--- src/rtl/decode_stage_if.sv ---
// Fetch/writeback-to-decode and decode-to-execute signal bundle.
// No storage: pure wiring, zero latency.
// stall_o is the only backpressure signal: it tells fetch to hold its word.
interface decode_stage_if #(
  parameter int DATA_W = 16,
  parameter int PC_W   = 32
);
  // fetch side
  logic              if_valid;
  logic [15:0]       if_instr;
  logic [PC_W-1:0]   if_pc;
  logic              stall_o;
  // later-stage control and writeback
  logic              flush;
  logic              wb_en;
  logic [2:0]        wb_addr;
  logic [DATA_W-1:0] wb_data;
  // ID/EX bundle
  logic              id_valid;
  logic [PC_W-1:0]   id_pc;
  logic [5:0]        id_opcode;
  logic [2:0]        id_src;
  logic [2:0]        id_dst;
  logic [3:0]        id_shamt;
  logic [DATA_W-1:0] id_src_val;
  logic [DATA_W-1:0] id_dst_val;
  logic [3:0]        id_alu_op;
  logic              id_reg_write;
  logic              id_mem_read;
  logic              id_mem_write;
  logic              id_illegal;

  modport master (
    output if_valid, if_instr, if_pc, flush, wb_en, wb_addr, wb_data,
    input  stall_o, id_valid, id_pc, id_opcode, id_src, id_dst, id_shamt,
           id_src_val, id_dst_val, id_alu_op, id_reg_write, id_mem_read,
           id_mem_write, id_illegal
  );

  modport slave (
    input  if_valid, if_instr, if_pc, flush, wb_en, wb_addr, wb_data,
    output stall_o, id_valid, id_pc, id_opcode, id_src, id_dst, id_shamt,
           id_src_val, id_dst_val, id_alu_op, id_reg_write, id_mem_read,
           id_mem_write, id_illegal
  );
endinterface

--- src/rtl/decode_stage.sv ---
// Decode stage: IF/ID register, 8x16 register file, load-use hazard detect, ID/EX register.
// Latency: word accepted into IF/ID at edge N is visible on id_* after edge N+1.
// Backpressure: stall_o holds fetch for one cycle on a load-use hazard; flush overrides stall.
module decode_stage #(
  parameter int DATA_W = 16,
  parameter int PC_W   = 32,
  parameter int NREGS  = 8
) (
  input logic           clk,
  input logic           rst,
  decode_stage_if.slave bus
);

  typedef struct packed {
    logic              valid;
    logic [PC_W-1:0]   pc;
    logic [5:0]        opcode;
    logic [2:0]        src;
    logic [2:0]        dst;
    logic [3:0]        shamt;
    logic [DATA_W-1:0] src_val;
    logic [DATA_W-1:0] dst_val;
    logic [3:0]        alu_op;
    logic              reg_write;
    logic              mem_read;
    logic              mem_write;
    logic              illegal;
  } idex_t;

  logic              ifid_valid;
  logic [15:0]       ifid_instr;
  logic [PC_W-1:0]   ifid_pc;
  logic [DATA_W-1:0] rf [NREGS];
  idex_t             id_q, id_d;

  logic [5:0]        opcode;
  logic [2:0]        src, dst;
  logic [3:0]        shamt;
  logic              rd_src, rd_dst, reg_write, mem_read, mem_write, illegal;
  logic [3:0]        alu_op;
  logic [DATA_W-1:0] src_raw, dst_raw;
  logic              stall;

  assign opcode = ifid_instr[15:10];
  assign src    = ifid_instr[9:7];
  assign dst    = ifid_instr[6:4];
  assign shamt  = ifid_instr[3:0];

  // Opcode decode: which operands are read and which control lines are raised
  always_comb begin
    rd_src    = 1'b0;
    rd_dst    = 1'b0;
    reg_write = 1'b0;
    mem_read  = 1'b0;
    mem_write = 1'b0;
    illegal   = 1'b0;
    alu_op    = 4'h0;
    case (opcode)
      6'h00: begin end
      6'h01: begin rd_src = 1'b1; reg_write = 1'b1; end
      6'h02, 6'h03, 6'h04, 6'h05: begin
        rd_src = 1'b1; rd_dst = 1'b1; reg_write = 1'b1;
      end
      6'h06, 6'h07: begin rd_dst = 1'b1; reg_write = 1'b1; end
      6'h08: begin rd_src = 1'b1; mem_read = 1'b1; reg_write = 1'b1; end
      6'h09: begin rd_src = 1'b1; rd_dst = 1'b1; mem_write = 1'b1; end
      default: illegal = 1'b1;
    endcase
    if (opcode >= 6'h01 && opcode <= 6'h07) alu_op = opcode[3:0];
  end

  // Register read with same-cycle write-through from writeback
  assign src_raw = (bus.wb_en && bus.wb_addr == src) ? bus.wb_data : rf[src];
  assign dst_raw = (bus.wb_en && bus.wb_addr == dst) ? bus.wb_data : rf[dst];

  // Load-use: the LDD now in ID/EX produces a register the IF/ID word reads.
  // mem_read is only ever set together with valid, so it identifies a live LDD.
  assign stall = !bus.flush && ifid_valid && id_q.mem_read &&
                 ((rd_src && src == id_q.dst) || (rd_dst && dst == id_q.dst));

  // IF/ID register: flush empties it, a stall freezes it
  always_ff @(posedge clk or posedge rst) begin
    if (rst) begin
      ifid_valid <= 1'b0;
      ifid_instr <= '0;
      ifid_pc    <= '0;
    end else if (bus.flush) begin
      ifid_valid <= 1'b0;
    end else if (!stall) begin
      ifid_valid <= bus.if_valid;
      ifid_instr <= bus.if_instr;
      ifid_pc    <= bus.if_pc;
    end
  end

  // Register file: one write port from writeback, cleared by reset
  always_ff @(posedge clk or posedge rst) begin
    if (rst) begin
      for (int i = 0; i < NREGS; i++) rf[i] <= '0;
    end else if (bus.wb_en) begin
      rf[bus.wb_addr] <= bus.wb_data;
    end
  end

  // Next ID/EX bundle: all-zero bubble unless a live, unstalled, unflushed word is decoded
  always_comb begin
    id_d = '0;
    if (ifid_valid && !stall && !bus.flush) begin
      id_d.valid     = 1'b1;
      id_d.pc        = ifid_pc;
      id_d.opcode    = opcode;
      id_d.src       = src;
      id_d.dst       = dst;
      id_d.shamt     = shamt;
      id_d.src_val   = rd_src ? src_raw : '0;
      id_d.dst_val   = rd_dst ? dst_raw : '0;
      id_d.alu_op    = alu_op;
      id_d.reg_write = reg_write;
      id_d.mem_read  = mem_read;
      id_d.mem_write = mem_write;
      id_d.illegal   = illegal;
    end
  end

  // ID/EX register
  always_ff @(posedge clk or posedge rst) begin
    if (rst) id_q <= '0;
    else     id_q <= id_d;
  end

  assign bus.stall_o      = stall;
  assign bus.id_valid     = id_q.valid;
  assign bus.id_pc        = id_q.pc;
  assign bus.id_opcode    = id_q.opcode;
  assign bus.id_src       = id_q.src;
  assign bus.id_dst       = id_q.dst;
  assign bus.id_shamt     = id_q.shamt;
  assign bus.id_src_val   = id_q.src_val;
  assign bus.id_dst_val   = id_q.dst_val;
  assign bus.id_alu_op    = id_q.alu_op;
  assign bus.id_reg_write = id_q.reg_write;
  assign bus.id_mem_read  = id_q.mem_read;
  assign bus.id_mem_write = id_q.mem_write;
  assign bus.id_illegal   = id_q.illegal;

endmodule
--- src/flat_wrapper.sv ---
// flat-port wrapper written by rule: the top's interface ports become plain ports
module decode_stage_flat 
#(
  parameter int DATA_W = 16,
  parameter int PC_W   = 32,
  parameter int NREGS  = 8
)
  (clk, rst, bus_if_valid, bus_if_instr, bus_if_pc, bus_flush, bus_wb_en, bus_wb_addr, bus_wb_data, bus_stall_o, bus_id_valid, bus_id_pc, bus_id_opcode, bus_id_src, bus_id_dst, bus_id_shamt, bus_id_src_val, bus_id_dst_val, bus_id_alu_op, bus_id_reg_write, bus_id_mem_read, bus_id_mem_write, bus_id_illegal);
  decode_stage_if #(.DATA_W(DATA_W), .PC_W(PC_W)) bus_i ();
  input logic clk;
  input logic rst;
  input wire logic [$bits(bus_i.if_valid)-1:0] bus_if_valid;
  input wire logic [$bits(bus_i.if_instr)-1:0] bus_if_instr;
  input wire logic [$bits(bus_i.if_pc)-1:0] bus_if_pc;
  input wire logic [$bits(bus_i.flush)-1:0] bus_flush;
  input wire logic [$bits(bus_i.wb_en)-1:0] bus_wb_en;
  input wire logic [$bits(bus_i.wb_addr)-1:0] bus_wb_addr;
  input wire logic [$bits(bus_i.wb_data)-1:0] bus_wb_data;
  output wire logic [$bits(bus_i.stall_o)-1:0] bus_stall_o;
  output wire logic [$bits(bus_i.id_valid)-1:0] bus_id_valid;
  output wire logic [$bits(bus_i.id_pc)-1:0] bus_id_pc;
  output wire logic [$bits(bus_i.id_opcode)-1:0] bus_id_opcode;
  output wire logic [$bits(bus_i.id_src)-1:0] bus_id_src;
  output wire logic [$bits(bus_i.id_dst)-1:0] bus_id_dst;
  output wire logic [$bits(bus_i.id_shamt)-1:0] bus_id_shamt;
  output wire logic [$bits(bus_i.id_src_val)-1:0] bus_id_src_val;
  output wire logic [$bits(bus_i.id_dst_val)-1:0] bus_id_dst_val;
  output wire logic [$bits(bus_i.id_alu_op)-1:0] bus_id_alu_op;
  output wire logic [$bits(bus_i.id_reg_write)-1:0] bus_id_reg_write;
  output wire logic [$bits(bus_i.id_mem_read)-1:0] bus_id_mem_read;
  output wire logic [$bits(bus_i.id_mem_write)-1:0] bus_id_mem_write;
  output wire logic [$bits(bus_i.id_illegal)-1:0] bus_id_illegal;
  assign bus_i.if_valid = bus_if_valid;
  assign bus_i.if_instr = bus_if_instr;
  assign bus_i.if_pc = bus_if_pc;
  assign bus_i.flush = bus_flush;
  assign bus_i.wb_en = bus_wb_en;
  assign bus_i.wb_addr = bus_wb_addr;
  assign bus_i.wb_data = bus_wb_data;
  assign bus_stall_o = bus_i.stall_o;
  assign bus_id_valid = bus_i.id_valid;
  assign bus_id_pc = bus_i.id_pc;
  assign bus_id_opcode = bus_i.id_opcode;
  assign bus_id_src = bus_i.id_src;
  assign bus_id_dst = bus_i.id_dst;
  assign bus_id_shamt = bus_i.id_shamt;
  assign bus_id_src_val = bus_i.id_src_val;
  assign bus_id_dst_val = bus_i.id_dst_val;
  assign bus_id_alu_op = bus_i.id_alu_op;
  assign bus_id_reg_write = bus_i.id_reg_write;
  assign bus_id_mem_read = bus_i.id_mem_read;
  assign bus_id_mem_write = bus_i.id_mem_write;
  assign bus_id_illegal = bus_i.id_illegal;
  decode_stage #(.DATA_W(DATA_W), .PC_W(PC_W), .NREGS(NREGS)) u_core (.clk(clk), .rst(rst), .bus(bus_i));
endmodule
--- config.mk ---
export PLATFORM = sky130hd
export DESIGN_NAME = decode_stage_flat
export DESIGN_NICKNAME = d
export VERILOG_FILES = /design/src/rtl/decode_stage_if.sv /design/src/rtl/decode_stage.sv /design/src/flat_wrapper.sv
export SDC_FILE = /design/constraint.sdc
export NUM_CORES = 1
export LEC_CHECK = 0
export ABC_CLOCK_PERIOD_IN_PS = 10900
export BUFFER_PORTS_ARGS = -buffer_cell sky130_fd_sc_hd__buf_2
export CAP_MARGIN = 10
export CORE_MARGIN = 2
export CORE_UTILIZATION = 55
export DETAILED_ROUTE_END_ITERATION = 10
export PLACE_DENSITY_LB_ADDON = 0.15
export SYNTH_ARGS = -nofsm -noshare
export SYNTH_HDL_FRONTEND = slang
export SYNTH_SLANG_ARGS = --single-unit
--- constraint.sdc ---
create_clock -name clk -period 10.9 [get_ports clk]
set_clock_uncertainty 0.15 [all_clocks]
set_input_delay 2.18 -clock clk [delete_from_list [all_inputs] [get_ports clk]]
set_output_delay 2.18 -clock clk [all_outputs]
set_load 0.02 [all_outputs]
== Yosys cells after proc, flatten, opt, wreduce, memory -nomap -nowiden ==
Index checks and enable logic that the tools add are counted.
W data, S select, Z words.
Cells by class
  magnitude comparators: 6
  equality and inequality tests: 14
  multiplexer cells: 23
  bitwise logic cells: 5
  reductions and logical operators: 20
Operator list (count)
  $mux W16: 9
  $bwmux W128: 1
  $bmux W16 S3: 2
  $mux W89: 1
  $demux W16 S3: 1
  $eq A6 B3 Y1 const B: 4
  $reduce_or A7 Y1: 2
  $eq A3 B3 Y1: 4
  $eq A6 B2 Y1 const B: 2
  $eq A6 B4 Y1 const B: 2
  $ge A4 B4 Y1 const B: 3
  $not A3 Y4: 3
  $logic_and A1 B1 Y1: 11
  $reduce_or A10 Y1: 1
  $mux W1: 8
  $reduce_or A8 Y1: 1
  $eq A6 B1 Y1 const B: 1
  $ge A6 B1 Y1 const B: 1
  $le A6 B3 Y1 const B: 1
  $logic_not A6 Y1: 1
  $lt A4 B1 Y1 const B: 1
  $mux W4: 1
  $logic_not A1 Y1: 2
  $ne A2 B2 Y1 const B: 1
  3 further kinds: 4
Storage, ports and cells
  register bits after elaboration: 266
  output and inout port bits: 90
  word-level logic and storage cells: 92

== Longest topological paths before layout ==
Gate-level depths: netlist (run 1).
  depth after elaboration: 10
  mapped depth: 9

== Worst setup path before layout (run 1) ==
OpenSTA, ideal clock, no wires.
  path type: input port to output port
  start point: input port bus_flush
  end point: output port bus_stall_o
  arrival time: 2.640 ns
  required time: 8.570 ns
  setup slack: 5.930 ns
  cell stages on the path: 2
  path buffers: 0
  cell sequence: nand2b_1 nor2_1
On the way
  cells in the longest elaborated chain, start to end: 4
Ends and longest elaborated chain
  start: declaration: RTL line flat_wrapper.sv:15  | input wire logic [$bits(bus_i.flush)-1:0] bus_flush;
  $logic_not A1 Y1: RTL line decode_stage.sv:78  | assign stall = !bus.flush && ifid_valid && id_q.mem_read &&
  $logic_and A1 B1 Y1 (3 in series): RTL line decode_stage.sv:78
  end: declaration: RTL line flat_wrapper.sv:19  | output wire logic [$bits(bus_i.stall_o)-1:0] bus_stall_o;
No other way between the ends.

== Worst setup path in the final report (run 1) ==
Ends and elaborated chain as after synthesis.

==> key figures, run 1 <==
Run status
  • Outcome: finished, final reports clean

Flow run
  • Total of max-cap violations: 0

Global route
  • Initial antenna violation count: 1
  • Number of global-route vias before repair: 7670
  • GRT overflow: 0
  • Total Routing Usage GR: 24.1%
  • Largest net degree at the start of global routing: 130
  • First-pass GRT wire length: 41900 microns

Timing
  • Max_slew headroom: 22.1%
  • Slew Viols, Final: 0
  • Final critical-path required period: 5120 ps
  • Worst slew pin tran: 1170 ps
  • Final hold violations: 0
  • Final Worst Setup Slack: 5780 ps
  • Final Cycle Share: 47.0%
  • Final setup vio count: 0
  • F_max: 195 MHz
  • RSZ-0062 raised after global routing: false
  • Sum Neg Setup Slack: 0 ps

Synth
  • Most common cell in the netlist: dfrtp_1
  • Synth Area per Inst: 15.2 sq um
  • Unique masters post-synth: 42
  • Gate Count Post-Synth: 780
  • Dominant cell type by area after synthesis: dfrtp_1
  • Netlist Area Pre-Place: 11900 sq um
  • EDFF count, synth: 0
  • Yosys warns: 0
  • Synth area leaders: dfrtp_1, mux2_2, mux4_2, mux2i_1, and2_1
  • Part of the Yosys area used for sequential elements: 56.0%
  • Post-synthesis net count: 852
  • #FFs+latches synth: 266
  • Async S/R FF share, synth: 100%
  • Synth Flop Type: dfrtp_1
  • Post-synth top cells: dfrtp_1, mux2_2, mux4_2
  • Share of the synthesized area in the top cell type: 56.0%

Floorplan
  • Row cnt: 53
  • Initial Util: 56.4%
  • IO Pins: 162
  • Core area: 21100 sq um
  • Die Span Y: 151 microns
  • Die width: 151 microns
  • Die area: 22800 sq um

Min path
  • Hold Startpoint: u_core.ifid_pc[0]$_DFFE_PP0P_
  • Hold Crit Depth: 1
  • Worst hold path type: register to register
  • Worst hold endpoint: u_core.bus.id_pc[0]$_DFF_PP0_

Layout
  • Synth-to-layout area growth: 15.3%
  • Layout cells sized above 1: 48.9%
  • Nets: 991

Setup path
  • Req. time, crit path: 8570 ps
  • CP Capture Type: primary output
  • CP Launch Point: bus_flush
  • WP data arrival: 2790 ps
  • Type of origin of the critical path: primary input
  • Critical path class: primary input to primary output
  • CP max FO: 4
  • Worst R2R Start: u_core.ifid_instr[7]$_DFFE_PP0P_
  • Reg2reg path depth: 6
  • Reg2reg setup slack: 8060 ps
  • Worst flop-to-flop path endpoint: u_core.bus.id_dst_val[14]$_DFF_PP0_

Power
  • Reg power frac: 48.0%
  • Comb power frac: 17.6%
  • Clk pwr share: 34.4%
  • Sw frac: 25.8%
  • Psw: 651 uW
  • Worst vdd ir: 0.000117 V
  • Int Power: 1870 uW
  • Pwr Density: 184 nW/um^2
  • LEAKAGE: 0.00629 uW

CTS
  • Clock Latency Late Sink: 530 ps
  • Clock root cell: clkbuf_16
  • Clk buf depth: 3
  • Clock sinks: 266
  • Post-CTS Hold Buffers: 0
  • Clock-pin slew on the worst setup and hold paths: 60 ps
  • # resized after CTS: 0
  • TritonCTS Buffers: 28
  • Setup bufs post-CTS: 0
  • H-tree lvl count: 1
  • CTS tree: done

Routing
  • WL final: 26800 microns
  • Initial DRC count: 421
  • DRT antenna net count: 0
  • Via count of the routed design: 7167
  • WL per Instance: 22.0 microns
  • Routed wl met2: 13400 microns
  • # DRC: 0
  • Met1 wire length: 11000 microns
  • First-pass DRT Iterations: 5
  • Vias per cell: 5.90
  • Highest routed metal layer: met5
  • Metal3 WL: 1670 microns

Place
  • Post-place setup slack: 5780 ps
  • Final RePlAce weighted congestion: 0.826
  • Port bufs: 161
  • Detail Placement HPWL: 16500 microns
power groups by stage:
stage / Sequential, uW / Clock (uW) / Combinational (uW)
finish: 1210 / 870 / 444
global route: 1230 / 932 / 482
CTS: 1210 / 889 / 451
detailed placement: 1230 / 0 / 448
global placement: 1200 / 0 / 430
floorplan: 1200 / 0 / 353
per-stage QoR:
stage	std cells	util (%)	hold WS, ps	total power, uW	instance area [sq um]
5_1_grt	1213	65.0	340	2640	13700
4_1_cts	1213	65.0	324	2550	13700
3_3_place_gp	1164	61.0	301	1630	12900
2_1_floorplan	780	-	296	1550	11900
3_5_place_dp	1164	61.0	311	1670	12900
6_report	1214	65.0	316	2530	13700
worst max-delay path: stages:
cell and delay [ps]:
buf_2 130, nand2b_1 200, nor2_1 110, buf_2 170
flip-flops by register name (all words and copies together) (netlist names), 4 cells and up:
| signal | count |
|---|---|
| u_core.bus.id_alu_op | 4 |
| u_core.bus.id_dst_val | 16 |
| u_core.bus.id_opcode | 6 |
| u_core.bus.id_pc | 32 |
| u_core.bus.id_shamt | 4 |
| u_core.bus.id_src_val | 16 |
| u_core.ifid_instr | 16 |
| u_core.ifid_pc | 32 |
| u_core.rf | 128 |
kinds of logic after synthesis:
logic type	after synthesis	share of synthesized area (%)
buffers and inverters	71	2.89
other	1	0.0315
AOI/OAI and AO/OA	45	3.34
and+or+nand+nor	112	5.31
muxes	272	31.5
DFF	266	56.0
xor gates and xnor gates	13	0.958
layer usage:
layer / global-route usage (%) / vias up
met1: 31.8 / 3730
met3: 3.58 / 64
li1: - / 3134
met5: 0 / -
met2: 41.2 / 237
met4: 8.41 / 2
worst max-delay path by stage:
stage,cells after the start,endpoint
5_1_grt,4,bus_stall_o
3_5_place_dp,4,bus_stall_o
4_1_cts,4,bus_stall_o
3_3_place_gp,4,bus_stall_o
2_1_floorplan,1,u_core.bus.id_alu_op[0]$_DFF_PP0_
6_report,4,bus_stall_o
placed cells by master, fill, tap and decap left out, types with 6 or more instances in the layout:
cell	count
clkinv_2	6
clkbuf_16	29
buf_2	161
a211oi_1	22
mux2_1	20
dfrtp_1	264
buf_4	17
xnor2_1	12
nor2_1	35
mux2i_1	32
mux4_2	64
and2_1	48
a211oi_2	10
clkbuf_1	9
mux2_2	156
final cells by class:
class,count,area [sq um]
multi-input cells,443,4920
diodes,1,2.50
clock buffers,40,787
inverters,2,15.0
flip-flops and latches,266,6660
well taps,275,344
repair buffers,178,933
clock inverters,9,52.6
fillers,1486,7370
Power figures use the tool's default switching activity.
==> run 2, diff against run 1 <==
--- a/config.mk
+++ b/config.mk
@@ -5,7 +5,7 @@
 export SDC_FILE = /design/constraint.sdc
 export NUM_CORES = 1
 export LEC_CHECK = 0
-export ABC_CLOCK_PERIOD_IN_PS = 10900
+export ABC_CLOCK_PERIOD_IN_PS = 5000
 export BUFFER_PORTS_ARGS = -buffer_cell sky130_fd_sc_hd__buf_2
 export CAP_MARGIN = 10
 export CORE_MARGIN = 2
==> constraint.sdc (replaced) <==
create_clock -name clk -period 5 [get_ports clk]
set_clock_uncertainty 0.15 [all_clocks]
set_input_delay 1 -clock clk [delete_from_list [all_inputs] [get_ports clk]]
set_output_delay 1 -clock clk [all_outputs]
set_load 0.02 [all_outputs]
==> key figures, run 2 (synthesis gave the netlist of run 1 again) <==
Layout
  • Nets: 991
  • Max reg flops: 128
  • Layout cells sized above 1: 49.0%
  • Most frequent cells in the layout: dfrtp_1, buf_2, mux2_2, mux4_2, and2_1
  • Fillers: 1526
  • Most common cell after layout, fill and taps aside: dfrtp_1
  • Synth-to-layout area growth: 15.5%
  • Largest Register: u_core.rf

Setup path
  • Type of origin of the critical path: register
  • Crit-path max cell delay: 390 ps
  • Critical path class: register to primary output
  • CP max FO: 20
  • WP data arrival: 2260 ps
  • CP Capture Type: primary output
  • Req. time, crit path: 3850 ps
  • CP max-delay cell: buf_4
  • Reg2reg path depth: 6
  • Worst-path cell chain: buf_4, xnor2_1, nand3_1, o22ai_2, nand2_1, nor2_1, buf_2

Floorplan
  • Die width: 151 microns
  • Die Span Y: 151 microns
  • Row cnt: 53
  • Die area: 22800 sq um
  • Core area: 21100 sq um
  • IO Pins: 162
  • Initial Util: 56.4%

Power
  • Clk pwr share: 34.7%
  • Pwr Density: 402 nW/um^2
  • Reg power frac: 47.7%
  • Worst vdd ir: 0.000305 V
  • Sw frac: 25.4%
  • Comb power frac: 17.5%
  • LEAKAGE: 0.00630 uW
  • Psw: 1400 uW
  • Int Power: 4120 uW
  • Total Power: 5530 uW

CTS
  • Clock-pin slew on the worst setup and hold paths: 60 ps
  • CTS tree: done
  • Clock Latency Late Sink: 540 ps
  • TritonCTS Buffers: 28
  • Post-CTS Hold Buffers: 0
  • Clock root cell: clkbuf_16
  • H-tree lvl count: 1
  • # resized after CTS: 0
  • Setup bufs post-CTS: 0
  • Clock sinks: 266
  • Clk buf depth: 3

Global route
  • First-pass GRT wire length: 42200 microns
  • Initial antenna violation count: 2
  • Total Routing Usage GR: 24.3%
  • Largest net degree at the start of global routing: 155
  • Number of global-route vias before repair: 7663
  • GRT overflow: 0

Routing
  • WL per Instance: 22.2 microns
  • Via count of the routed design: 7132
  • Vias per cell: 5.89
  • DRT antenna net count: 0
  • First-pass DRT Iterations: 4
  • Initial DRC count: 312
  • # DRC: 0
  • WL final: 26800 microns

Timing
  • Final hold violations: 0
  • Worst slew pin tran: 1220 ps
  • Final critical-path required period: 3410 ps
  • Final Cycle Share: 68.1%
  • F_max: 294 MHz
  • RSZ-0062 raised after global routing: false
  • Sum Neg Setup Slack: 0 ps
  • Slew Viols, Final: 0
  • Final setup vio count: 0
  • Max_slew headroom: 18.5%

Place
  • Final RePlAce weighted congestion: 0.759
  • Port bufs: 161
  • Detail Placement HPWL: 16200 microns

Flow run
  • Total of max-cap violations: 0

Min path
  • Worst hold path type: primary input to async pin

Run status
  • Outcome: finished, final reports clean
run 2: cell type report:
type	count	area, sq um	share of cell area, %
Clock buffer	42	823	5.99
Tap cell	275	344	2.51
Sequential cell	266	6660	48.5
Inverter	2	11.3	0.0820
Multi-Input combinational cell	443	4910	35.8
Timing Repair Buffer	178	946	6.89
Antenna cell	1	2.50	0.0182
Clock inverter	4	35.0	0.255
run 2: path summary, 6_finish.rpt:
check                                                       start                                end  slack, ps
max in group asynchronous                                     rst   u_core.ifid_instr[7]$_DFFE_PP0P_       3300
min in group clk                   u_core.ifid_pc[30]$_DFFE_PP0P_     u_core.bus.id_pc[30]$_DFF_PP0_        320
worst min register to register     u_core.ifid_pc[30]$_DFFE_PP0P_     u_core.bus.id_pc[30]$_DFF_PP0_        320
worst max register to register  u_core.ifid_instr[11]$_DFFE_PP0P_      u_core.ifid_pc[9]$_DFFE_PP0P_       1820
worst min-delay path                                          rst  u_core.ifid_instr[14]$_DFFE_PP0P_        280
worst max-delay path             u_core.ifid_instr[5]$_DFFE_PP0P_                        bus_stall_o       1590
run 2: through the flow:
stage,hold WS (ps),worst slack [ps],instances,util (%),area (sq um)
floorplan,296,339,780,-,11900
global placement,306,1900,1164,61.0,12900
detailed placement,309,1800,1164,61.0,12900
CTS,263,1580,1210,65.1,13700
global route,279,1410,1210,65.1,13700
finish,276,1590,1211,65.1,13700
run 2: power groups by stage:
stage	clock network [uW]	registers [uW]	logic [uW]
6_report	1920	2640	968
5_1_grt	2060	2670	1050
4_1_cts	1970	2630	982
3_5_place_dp	0	2670	977
3_3_place_gp	0	2620	940
2_1_floorplan	0	2620	770
run 2: critical path: cells and delay by family, from the launching register on:
| family | cells | cell delay [ps] |
|---|---|---|
| AOI/OAI and AO/OA | 1 | 310 |
| xor gates and xnor gates | 1 | 170 |
| buffers and inverters | 2 | 570 |
| DFF | 1 | 320 |
| and+or+nand+nor | 3 | 340 |
run 2: per-layer routing:
layer  track usage [%]  vias to the layer above  wire length, microns
met5                 0                        -                    21
met4              8.22                        4                   741
met3              4.34                       60                  1960
met2              41.2                      256                 13400
met1              31.9                     3678                 10700
li1                  -                     3134                     -
